===== src/rtl/rr_sched_pkg.sv =====
// rtl/rr_sched_pkg.sv - shared types and helpers for the round-robin resource scheduler
package rr_sched_pkg;

  // Widest request vector the index helper can encode.
  localparam int MAX_PORTS = 32;

  typedef enum logic {
    ARB_IDLE = 1'b0,
    ARB_BUSY = 1'b1
  } arb_state_e;

  // Binary index of a one-hot vector; zero input yields 0.
  function automatic int unsigned onehot_to_idx(input logic [MAX_PORTS-1:0] onehot);
    int unsigned idx;
    idx = 0;
    for (int i = 0; i < MAX_PORTS; i++) begin
      if (onehot[i]) idx = idx | unsigned'(i);
    end
    return idx;
  endfunction

endpackage


===== src/rtl/fixed_priority_arbiter.sv =====
// rtl/fixed_priority_arbiter.sv - combinational lowest-index-wins arbiter
module fixed_priority_arbiter #(
  parameter int NUM_PORTS = 8
) (
  input  logic [NUM_PORTS-1:0] req_i,
  output logic [NUM_PORTS-1:0] gnt_o
);

  // Isolate the lowest set bit: x & (-x).
  assign gnt_o = req_i & (~req_i + NUM_PORTS'(1));

endmodule


===== src/rtl/rr_resource_scheduler.sv =====
// rtl/rr_resource_scheduler.sv - round-robin transaction-locking scheduler; RR_SCHED_PREEMPT_EN adds MAX_HOLD preemption
module rr_resource_scheduler
  import rr_sched_pkg::*;
#(
  parameter int NUM_PORTS = 8,
  parameter int MAX_HOLD  = 16
) (
  input  logic                         clk,
  input  logic                         rst_n,
  input  logic [NUM_PORTS-1:0]         requests,
  input  logic                         done,
  output logic [NUM_PORTS-1:0]         grants,
  output logic                         grant_valid,
  output logic [$clog2(NUM_PORTS)-1:0] grant_idx
);

  localparam int IDX_W = $clog2(NUM_PORTS);
  localparam logic [NUM_PORTS-1:0] ALL_ONES = '1;
  localparam logic [IDX_W-1:0] LAST_IDX = IDX_W'(NUM_PORTS - 1);

  arb_state_e           state_q, state_d;
  logic [NUM_PORTS-1:0] grants_q, grants_d;
  logic [IDX_W-1:0]     idx_q, idx_d;
  logic [IDX_W-1:0]     ptr_q, ptr_d;

  logic [NUM_PORTS-1:0] masked_req;
  logic [NUM_PORTS-1:0] gnt_masked;
  logic [NUM_PORTS-1:0] gnt_raw;
  logic [NUM_PORTS-1:0] winner;
  logic [IDX_W-1:0]     winner_idx;
  logic                 any_req;
  logic                 owner_req;
  logic                 preempt;
  logic                 release_ev;
  logic                 new_grant;

  // Requesters at or above the pointer get first pick; otherwise wrap to the lowest requester.
  assign masked_req = requests & (ALL_ONES << ptr_q);

  fixed_priority_arbiter #(.NUM_PORTS(NUM_PORTS)) u_arb_masked (
    .req_i (masked_req),
    .gnt_o (gnt_masked)
  );

  fixed_priority_arbiter #(.NUM_PORTS(NUM_PORTS)) u_arb_raw (
    .req_i (requests),
    .gnt_o (gnt_raw)
  );

  assign winner     = (|gnt_masked) ? gnt_masked : gnt_raw;
  assign winner_idx = IDX_W'(onehot_to_idx(MAX_PORTS'(winner)));
  assign any_req    = |requests;
  assign owner_req  = |(requests & grants_q);

`ifdef RR_SCHED_PREEMPT_EN
  localparam int HOLD_W = (MAX_HOLD < 1) ? 1 : $clog2(MAX_HOLD + 1);
  localparam logic [HOLD_W-1:0] HOLD_LAST = HOLD_W'((MAX_HOLD > 0) ? MAX_HOLD - 1 : 0);

  logic [HOLD_W-1:0] hold_cnt_q, hold_cnt_d;

  // Last permitted busy cycle of the current owner forces a release.
  assign preempt = (MAX_HOLD > 0) && (state_q == ARB_BUSY) && (hold_cnt_q == HOLD_LAST);

  // Busy-cycle counter restarts with every new grant and rests at 0 while idle.
  always_comb begin
    hold_cnt_d = hold_cnt_q;
    if (new_grant || state_q == ARB_IDLE || MAX_HOLD == 0) begin
      hold_cnt_d = '0;
    end else begin
      hold_cnt_d = hold_cnt_q + HOLD_W'(1);
    end
  end

  // Hold counter register.
  always_ff @(posedge clk or negedge rst_n) begin
    if (!rst_n) hold_cnt_q <= '0;
    else        hold_cnt_q <= hold_cnt_d;
  end
`else
  logic unused_max_hold;
  assign unused_max_hold = (MAX_HOLD != 0);
  assign preempt = 1'b0;
`endif

  assign release_ev = done | ~owner_req | preempt;

  // Next-state: arbitrate when idle or on owner release, otherwise hold the grant.
  always_comb begin
    state_d   = state_q;
    grants_d  = grants_q;
    idx_d     = idx_q;
    ptr_d     = ptr_q;
    new_grant = 1'b0;
    case (state_q)
      ARB_IDLE: begin
        if (any_req) new_grant = 1'b1;
      end
      ARB_BUSY: begin
        if (release_ev) begin
          if (any_req) begin
            new_grant = 1'b1;
          end else begin
            state_d  = ARB_IDLE;
            grants_d = '0;
            idx_d    = '0;
          end
        end
      end
      default: state_d = ARB_IDLE;
    endcase
    if (new_grant) begin
      state_d  = ARB_BUSY;
      grants_d = winner;
      idx_d    = winner_idx;
      ptr_d    = (winner_idx == LAST_IDX) ? '0 : winner_idx + IDX_W'(1);
    end
  end

  // State, pointer and registered grant.
  always_ff @(posedge clk or negedge rst_n) begin
    if (!rst_n) begin
      state_q  <= ARB_IDLE;
      grants_q <= '0;
      idx_q    <= '0;
      ptr_q    <= '0;
    end else begin
      state_q  <= state_d;
      grants_q <= grants_d;
      idx_q    <= idx_d;
      ptr_q    <= ptr_d;
    end
  end

  assign grants      = grants_q;
  assign grant_valid = |grants_q;
  assign grant_idx   = idx_q;

endmodule


===== config.mk =====
export PLATFORM = sky130hd
export DESIGN_NAME = rr_resource_scheduler
export DESIGN_NICKNAME = d
export VERILOG_FILES = /design/src/rtl/rr_sched_pkg.sv /design/src/rtl/fixed_priority_arbiter.sv /design/src/rtl/rr_resource_scheduler.sv
export SDC_FILE = /design/constraint.sdc
export NUM_CORES = 1
export LEC_CHECK = 0
export ABC_AREA = 1
export CORE_MARGIN = 5
export CORE_UTILIZATION = 50
export CTS_CLUSTER_DIAMETER = 100
export CTS_CLUSTER_SIZE = 24
export DETAILED_ROUTE_END_ITERATION = 6
export GPL_TIMING_DRIVEN = 0
export PLACE_DENSITY = 0.77
export RECOVER_POWER = 50
export SYNTH_ARGS = -nofsm -noshare
export SYNTH_HDL_FRONTEND = slang
export SYNTH_SLANG_ARGS = --single-unit

===== constraint.sdc =====
create_clock -name clk -period 2.4 [get_ports clk]
set_input_delay 0.24 -clock clk [delete_from_list [all_inputs] [get_ports clk]]
set_output_delay 0.24 -clock clk [all_outputs]
set_load 0.005 [all_outputs]

* Word-level counts from Yosys, hierarchy flattened
Index checks and enable logic that the tools add are counted.
Storage, ports and cells: output and inout port bits 12, flip-flop bits (word level) 15, input bits 11
Operators by class: shifts and indexed selects 1, add/subtract/negate cells 3, equality and inequality tests 2, muxes and demuxes 23, reductions and logical operators 7, bitwise gates (word level) 9
Operator list (number):
- 2-to-1 mux 8 bit | 5
- AND 8 bit | 4
- OR reduction 8 bit | 4
- 2-to-1 mux 3 bit | 9
- adder 8 x 1 -> 8 bit (second input constant) | 2
- inverter 8 bit | 2
- << shifter 8 x 3 -> 8 bit (first input constant) | 1
- 2-to-1 mux 1 bit | 6
- 2-to-1 mux 2 bit | 2
- nonzero test 2 bit | 2
- adder 3 x 1 -> 3 bit (second input constant) | 1
- == test 3 bit (second input constant) | 1
- AND reduction 3 bit | 1
- inequality test 2 x 1 -> 1 bit (second input constant) | 1
- inverter 1 bit | 2
- case mux 1 bit (2 select lines) | 1
- bitwise OR 1 bit | 1

* Depth between registers and ports, before layout
Gate-level depths: netlist of run 1.
depth in word-level cells 16, mapped depth 14, mapped depth without buffers 14

* Modules after synthesis
A second synthesis of run 1 with hierarchy kept.
Unflattened totals: cell total of the unflattened synthesis 181, area total of the unflattened synthesis 1123.6 um^2
By module, submodules not included:
- rr_resource_scheduler | instances 1, cells an instance 141, area an instance 940.9 um^2
- fixed_priority_arbiter | instances 2, cells an instance 20, area an instance 91.3 um^2

* Least setup slack after synthesis of run 1
OpenSTA, ideal clock, no wires.
path kind register -> register, from reg ptr_q[2], to reg ptr_q[2], cell stages (with the launch flop) 13, path slack 558 ps, setup time 125 ps, arrival 1718 ps, required time 2275 ps, path buffers 0, path through dfrtp_1 -> inv_2 -> nand3_2 -> nand3_4 -> inv_2 -> nand3_1 -> nand2_2 -> nor2_2 -> nand2_2 -> ha_1 -> ha_1 -> nand2_1 -> o21ai_1
Between the ends: word-level cells in the longest chain between the ends 16, elaborated cells between the ends (all ways) 17, classes of those cells add/sub: 2; eq/ne: 1; shift: 1; mux: 9; bitwise: 3; reduce/logical: 1
RTL lines:
- start: declaration | line rr_resource_scheduler.sv:24 | logic [IDX_W-1:0] ptr_q, ptr_d;
- start signal: assignment | line rr_resource_scheduler.sv:130 | ptr_q <= ptr_d;
- << shifter 8 x 3 -> 8 bit * | line rr_resource_scheduler.sv:38 | assign masked_req = requests & (ALL_ONES << ptr_q);
- AND 8 bit * | line rr_resource_scheduler.sv:38
- inverter 8 bit | line fixed_priority_arbiter.sv:10 | assign gnt_o = req_i & (~req_i + NUM_PORTS'(1));
- adder 8 x 1 -> 8 bit | line fixed_priority_arbiter.sv:10
- AND 8 bit * | line fixed_priority_arbiter.sv:10
- OR reduction 8 bit | line rr_resource_scheduler.sv:50 | assign winner = (|gnt_masked) ? gnt_masked : gnt_raw;
- 2-to-1 mux 8 bit * | line rr_resource_scheduler.sv:50
- 2-to-1 mux 1 bit | line rr_sched_pkg.sv:17 | if (onehot[i]) idx = idx | unsigned'(i);
- 2-to-1 mux 2 bit (2 in series) | line rr_sched_pkg.sv:17
- 2-to-1 mux 3 bit (3 in series) | line rr_sched_pkg.sv:17
- 2-to-1 mux 3 bit * | line rr_sched_pkg.sv:17
- adder 3 x 1 -> 3 bit / == test 3 bit (equally long branches) | line rr_resource_scheduler.sv:115 | ptr_d = (winner_idx == LAST_IDX) ? '0 : winner_idx + IDX_W'(1);
- 2-to-1 mux 3 bit * | line rr_resource_scheduler.sv:115
Every way passes the cells marked *; elsewhere a longest branch is shown, timed or not. A chain may end at the register's enable or synchronous reset.

* Final worst setup path of run 1
from in requests[0], to reg ptr_q[0]
Between the ends: word-level cells in the longest chain between the ends 15, elaborated cells between the ends (all ways) 27, classes of those cells add/sub: 3; eq/ne: 1; mux: 12; bitwise: 8; reduce/logical: 3
RTL lines:
- start: declaration | line rr_resource_scheduler.sv:10 | input logic [NUM_PORTS-1:0] requests,
- AND 8 bit | line rr_resource_scheduler.sv:38
- inverter 8 bit | line fixed_priority_arbiter.sv:10
- adder 8 x 1 -> 8 bit | line fixed_priority_arbiter.sv:10
- AND 8 bit | line fixed_priority_arbiter.sv:10
- OR reduction 8 bit | line rr_resource_scheduler.sv:50
- 2-to-1 mux 8 bit | line rr_resource_scheduler.sv:50
- 2-to-1 mux 1 bit | line rr_sched_pkg.sv:17
- 2-to-1 mux 2 bit (2 in series) | line rr_sched_pkg.sv:17
- 2-to-1 mux 3 bit (4 in series) | line rr_sched_pkg.sv:17
- adder 3 x 1 -> 3 bit / == test 3 bit (equally long branches) | line rr_resource_scheduler.sv:115
- 2-to-1 mux 3 bit | line rr_resource_scheduler.sv:115
Parallel ways exist; a longest one is shown, timed or not.

==> flow_metrics.env, run 1 <==
export IMPL_timing_hold_ws_ps=412
export IMPL_die_h_microns=56.6
export IMPL_fin_area_sq_um=1370
export IMPL_synth_edf_count=0
export IMPL_path_max_fanout=9
export IMPL_dp_hpwl_microns=2040
export IMPL_synth_seq_area_share_pct=34.6
export IMPL_syn_to_final_growth_pct=25.9
export IMPL_rows=16
export IMPL_netlist_top_cells_area="dfrtp_1, nand2_1, nand2_2"
export IMPL_drt_wl_total_microns=2540
export IMPL_drc_errors=0
export IMPL_io_pins=23
export IMPL_dpl_cell_count=199
export IMPL_rsz0062_at_grt="false"
export IMPL_synth_avg_cell_area_sq_um=7.24
export IMPL_netlist_top_cells_count="nand2_1, nor2_1, dfrtp_1"
export IMPL_cp_start_kind="primary input"
export IMPL_core_sq_um=2020
export IMPL_drt_pass1_iter_count=4
export IMPL_fin_nets=190
export IMPL_io_buffers=22
export IMPL_worst_pin_slew_ps=678
export IMPL_async_reset_ff_share_pct=100
export IMPL_dieWidth_microns=56.6
export IMPL_seqCellArea_sq_um=375
export IMPL_setup_viol_count_final=0
export IMPL_final_hold_violation_count=0
export IMPL_path_class="primary input to flop"
export IMPL_clk_path_buf_depth=2
export IMPL_cp_arrival_ps=2370
export IMPL_ctsResizeCount=0
export IMPL_antenna_found_initial=0
export IMPL_clk_latency_ps=300
export IMPL_required_ps=2640
export IMPL_h_tree_depth=1
export IMPL_final_min_clock_period_ps=2130
export IMPL_dieArea_sq_um=3200
export IMPL_start_util_pct=53.7
export IMPL_vias=1061
export IMPL_cts_tree="built"
export IMPL_period_share_pct=88.8
export IMPL_min_path_type="primary input to asynchronous set/reset pin"
export IMPL_yosysWarnings=0
export IMPL_cts_root_buf="clkbuf_4"
export IMPL_grt_pass1_vias=1068
export IMPL_grt_max_degree=16
export IMPL_status="finished, final reports clean"
export IMPL_clk_pin_slew_ps=100
export IMPL_drive_gt1_share_pct=19.3
export IMPL_dpl_instance_area_sq_um=1340
export IMPL_drt_initial_drc_count=27
export IMPL_cts_setup_buffers=0
export IMPL_maxSlewViolCount=0
export IMPL_ant_nets=0
export IMPL_leakage_nw=0.673
export IMPL_drv_cap=0
export IMPL_post_drt_wl_per_cell_microns=12.5
export IMPL_ys_ff_latch=15
export IMPL_post_route_util_pct=67.6
export IMPL_viasPerCell=5.23
export IMPL_vdd_drop_max_uv=671
export IMPL_synth_top_flop_cell="dfrtp_1"
export IMPL_final_cells=203
export IMPL_slew_headroom_pct=54.7
export IMPL_diodes=0
export IMPL_fmax_ghz=0.469
export IMPL_end_kind="flop"
export IMPL_fillers=174
export IMPL_worst_slack_ps=269
export IMPL_multiInputGateArea_sq_um=632
export IMPL_grt_use_total_pct=17.6
export IMPL_dp_slack_ps=-0.908
export IMPL_grt_pass1_wl_microns=4480
export IMPL_routabilityCongestion=0.960
export IMPL_yosys_area_top_type="dfrtp_1"
export IMPL_synth_area_sq_um=1090
export IMPL_yosysMostFrequentCell="nand2_1"
export IMPL_hold_buffers=0
export IMPL_cts_buffers=3
export IMPL_synth_cell_types=23
export IMPL_cts_sinks=15
export IMPL_syn_nets=163
export IMPL_final_setup_skew_ps=5.03
export IMPL_synth_top_area_share_pct=34.6
export IMPL_synthCells=150
export IMPL_overflow=0
export IMPL_power_density_nw_per_um2=1140
[worst paths after layout]
check	endpoint	cells past startpoint	startpoint	slack, ps
max	ptr_q[0]	13	requests[0]	270
min	grants[6]	1	rst_n	410
max reg2reg	ptr_q[0]	13	ptr_q[2]	310
min reg2reg	grant_idx[1]	2	grant_idx[1]	490
max in group asynchronous	grant_idx[2]	1	rst_n	1550
min in group clk	grant_idx[1]	2	grant_idx[1]	490
[sequential cells by signal (all words and copies together) (netlist names)]
signal and cells:
ptr_q 3, state_q 1, grant_idx 3, grants 8
[report_power, final]
part | leakage, nW | internal [mW] | switching [mW] | total [mW]
Combinational | 0.465 | 0.416 | 0.546 | 0.963
Sequential | 0.190 | 0.358 | 0.0894 | 0.448
Clock | 0.0177 | 0.0621 | 0.0898 | 0.152
Total | 0.673 | 0.837 | 0.725 | 1.56
[layer usage]
metal | GRT usage, % | vias to the layer above | wire length, microns
met2 | 29.5 | 32 | 1230
met3 | 4.13 | 7 | 127
met1 | 20.2 | 492 | 1130
met5 | 0 | - | 0
met4 | 9.83 | 0 | 53
li1 | - | 530 | -
[metrics by stage]
| stage | power (mW) | setup TNS, ps |
|---|---|---|
| global route | 1.71 | 0 |
| finish | 1.56 | 0 |
| detailed placement | 1.44 | -0.908 |
| global placement | 1.42 | 0 |
| floorplan | 1.08 | 0 |
| CTS | 1.59 | 0 |
[critical path, cell delays in order]
cell,delay [ps]
dlygate4sd3_1,670
nand3_2,180
nand3_4,140
nor2_8,60
nand2_1,70
nand2_2,70
nor2_1,210
nand2_2,90
ha_1,190
ha_1,180
nor2_1,100
nand3_1,100
nand2_1,80
[cells by family after synthesis]
| logic type | after synthesis | share of synthesized area [%] |
|---|---|---|
| compound gates | 14 | 8.87 |
| buf+inv | 19 | 7.26 |
| simple gates | 100 | 47.0 |
| flops | 15 | 34.6 |
| fa+ha+maj | 2 | 2.30 |
[placed cells by master (no fill, tap or decap), drive strengths merged]
cell type / instances
dfrtp: 15
nand3b: 1
clkbuf: 3
inv: 18
buf: 1
nand4: 1
clkdlybuf4s50: 15
a21oi: 1
clkinv: 1
nor3: 3
dlygate4sd3: 7
nor4: 2
ha: 2
nor2: 21
nand3: 15
nand2: 57
o21ai: 13
[final cells by class]
class	instances	area share, %
Clock inverter	1	0.366
Buffer	1	0.823
Tap cell	27	2.47
Timing Repair Buffer	22	16.1
Sequential cell	15	27.4
Multi-Input combinational cell	116	46.2
Inverter	18	4.94
Clock buffer	3	1.65
Power figures use the tool's default switching activity.
==> run 2, diff against run 1 <==
--- a/config.mk
+++ b/config.mk
@@ -14,6 +14,7 @@
 export GPL_TIMING_DRIVEN = 0
 export PLACE_DENSITY = 0.77
 export RECOVER_POWER = 50
+export SLEW_MARGIN = 15
 export SYNTH_ARGS = -nofsm -noshare
 export SYNTH_HDL_FRONTEND = slang
 export SYNTH_SLANG_ARGS = --single-unit
==> results of run 2 <==
Same layout as run 1: the final DEF is identical, and so are final timing and power.
==> run 3, diff against run 2 <==
--- a/config.mk
+++ b/config.mk
@@ -6,6 +6,7 @@
 export NUM_CORES = 1
 export LEC_CHECK = 0
 export ABC_AREA = 1
+export CAP_MARGIN = 10
 export CORE_MARGIN = 5
 export CORE_UTILIZATION = 50
 export CTS_CLUSTER_DIAMETER = 100
==> results of run 3 <==
Same layout as run 1: the final DEF is identical, and so are final timing and power.
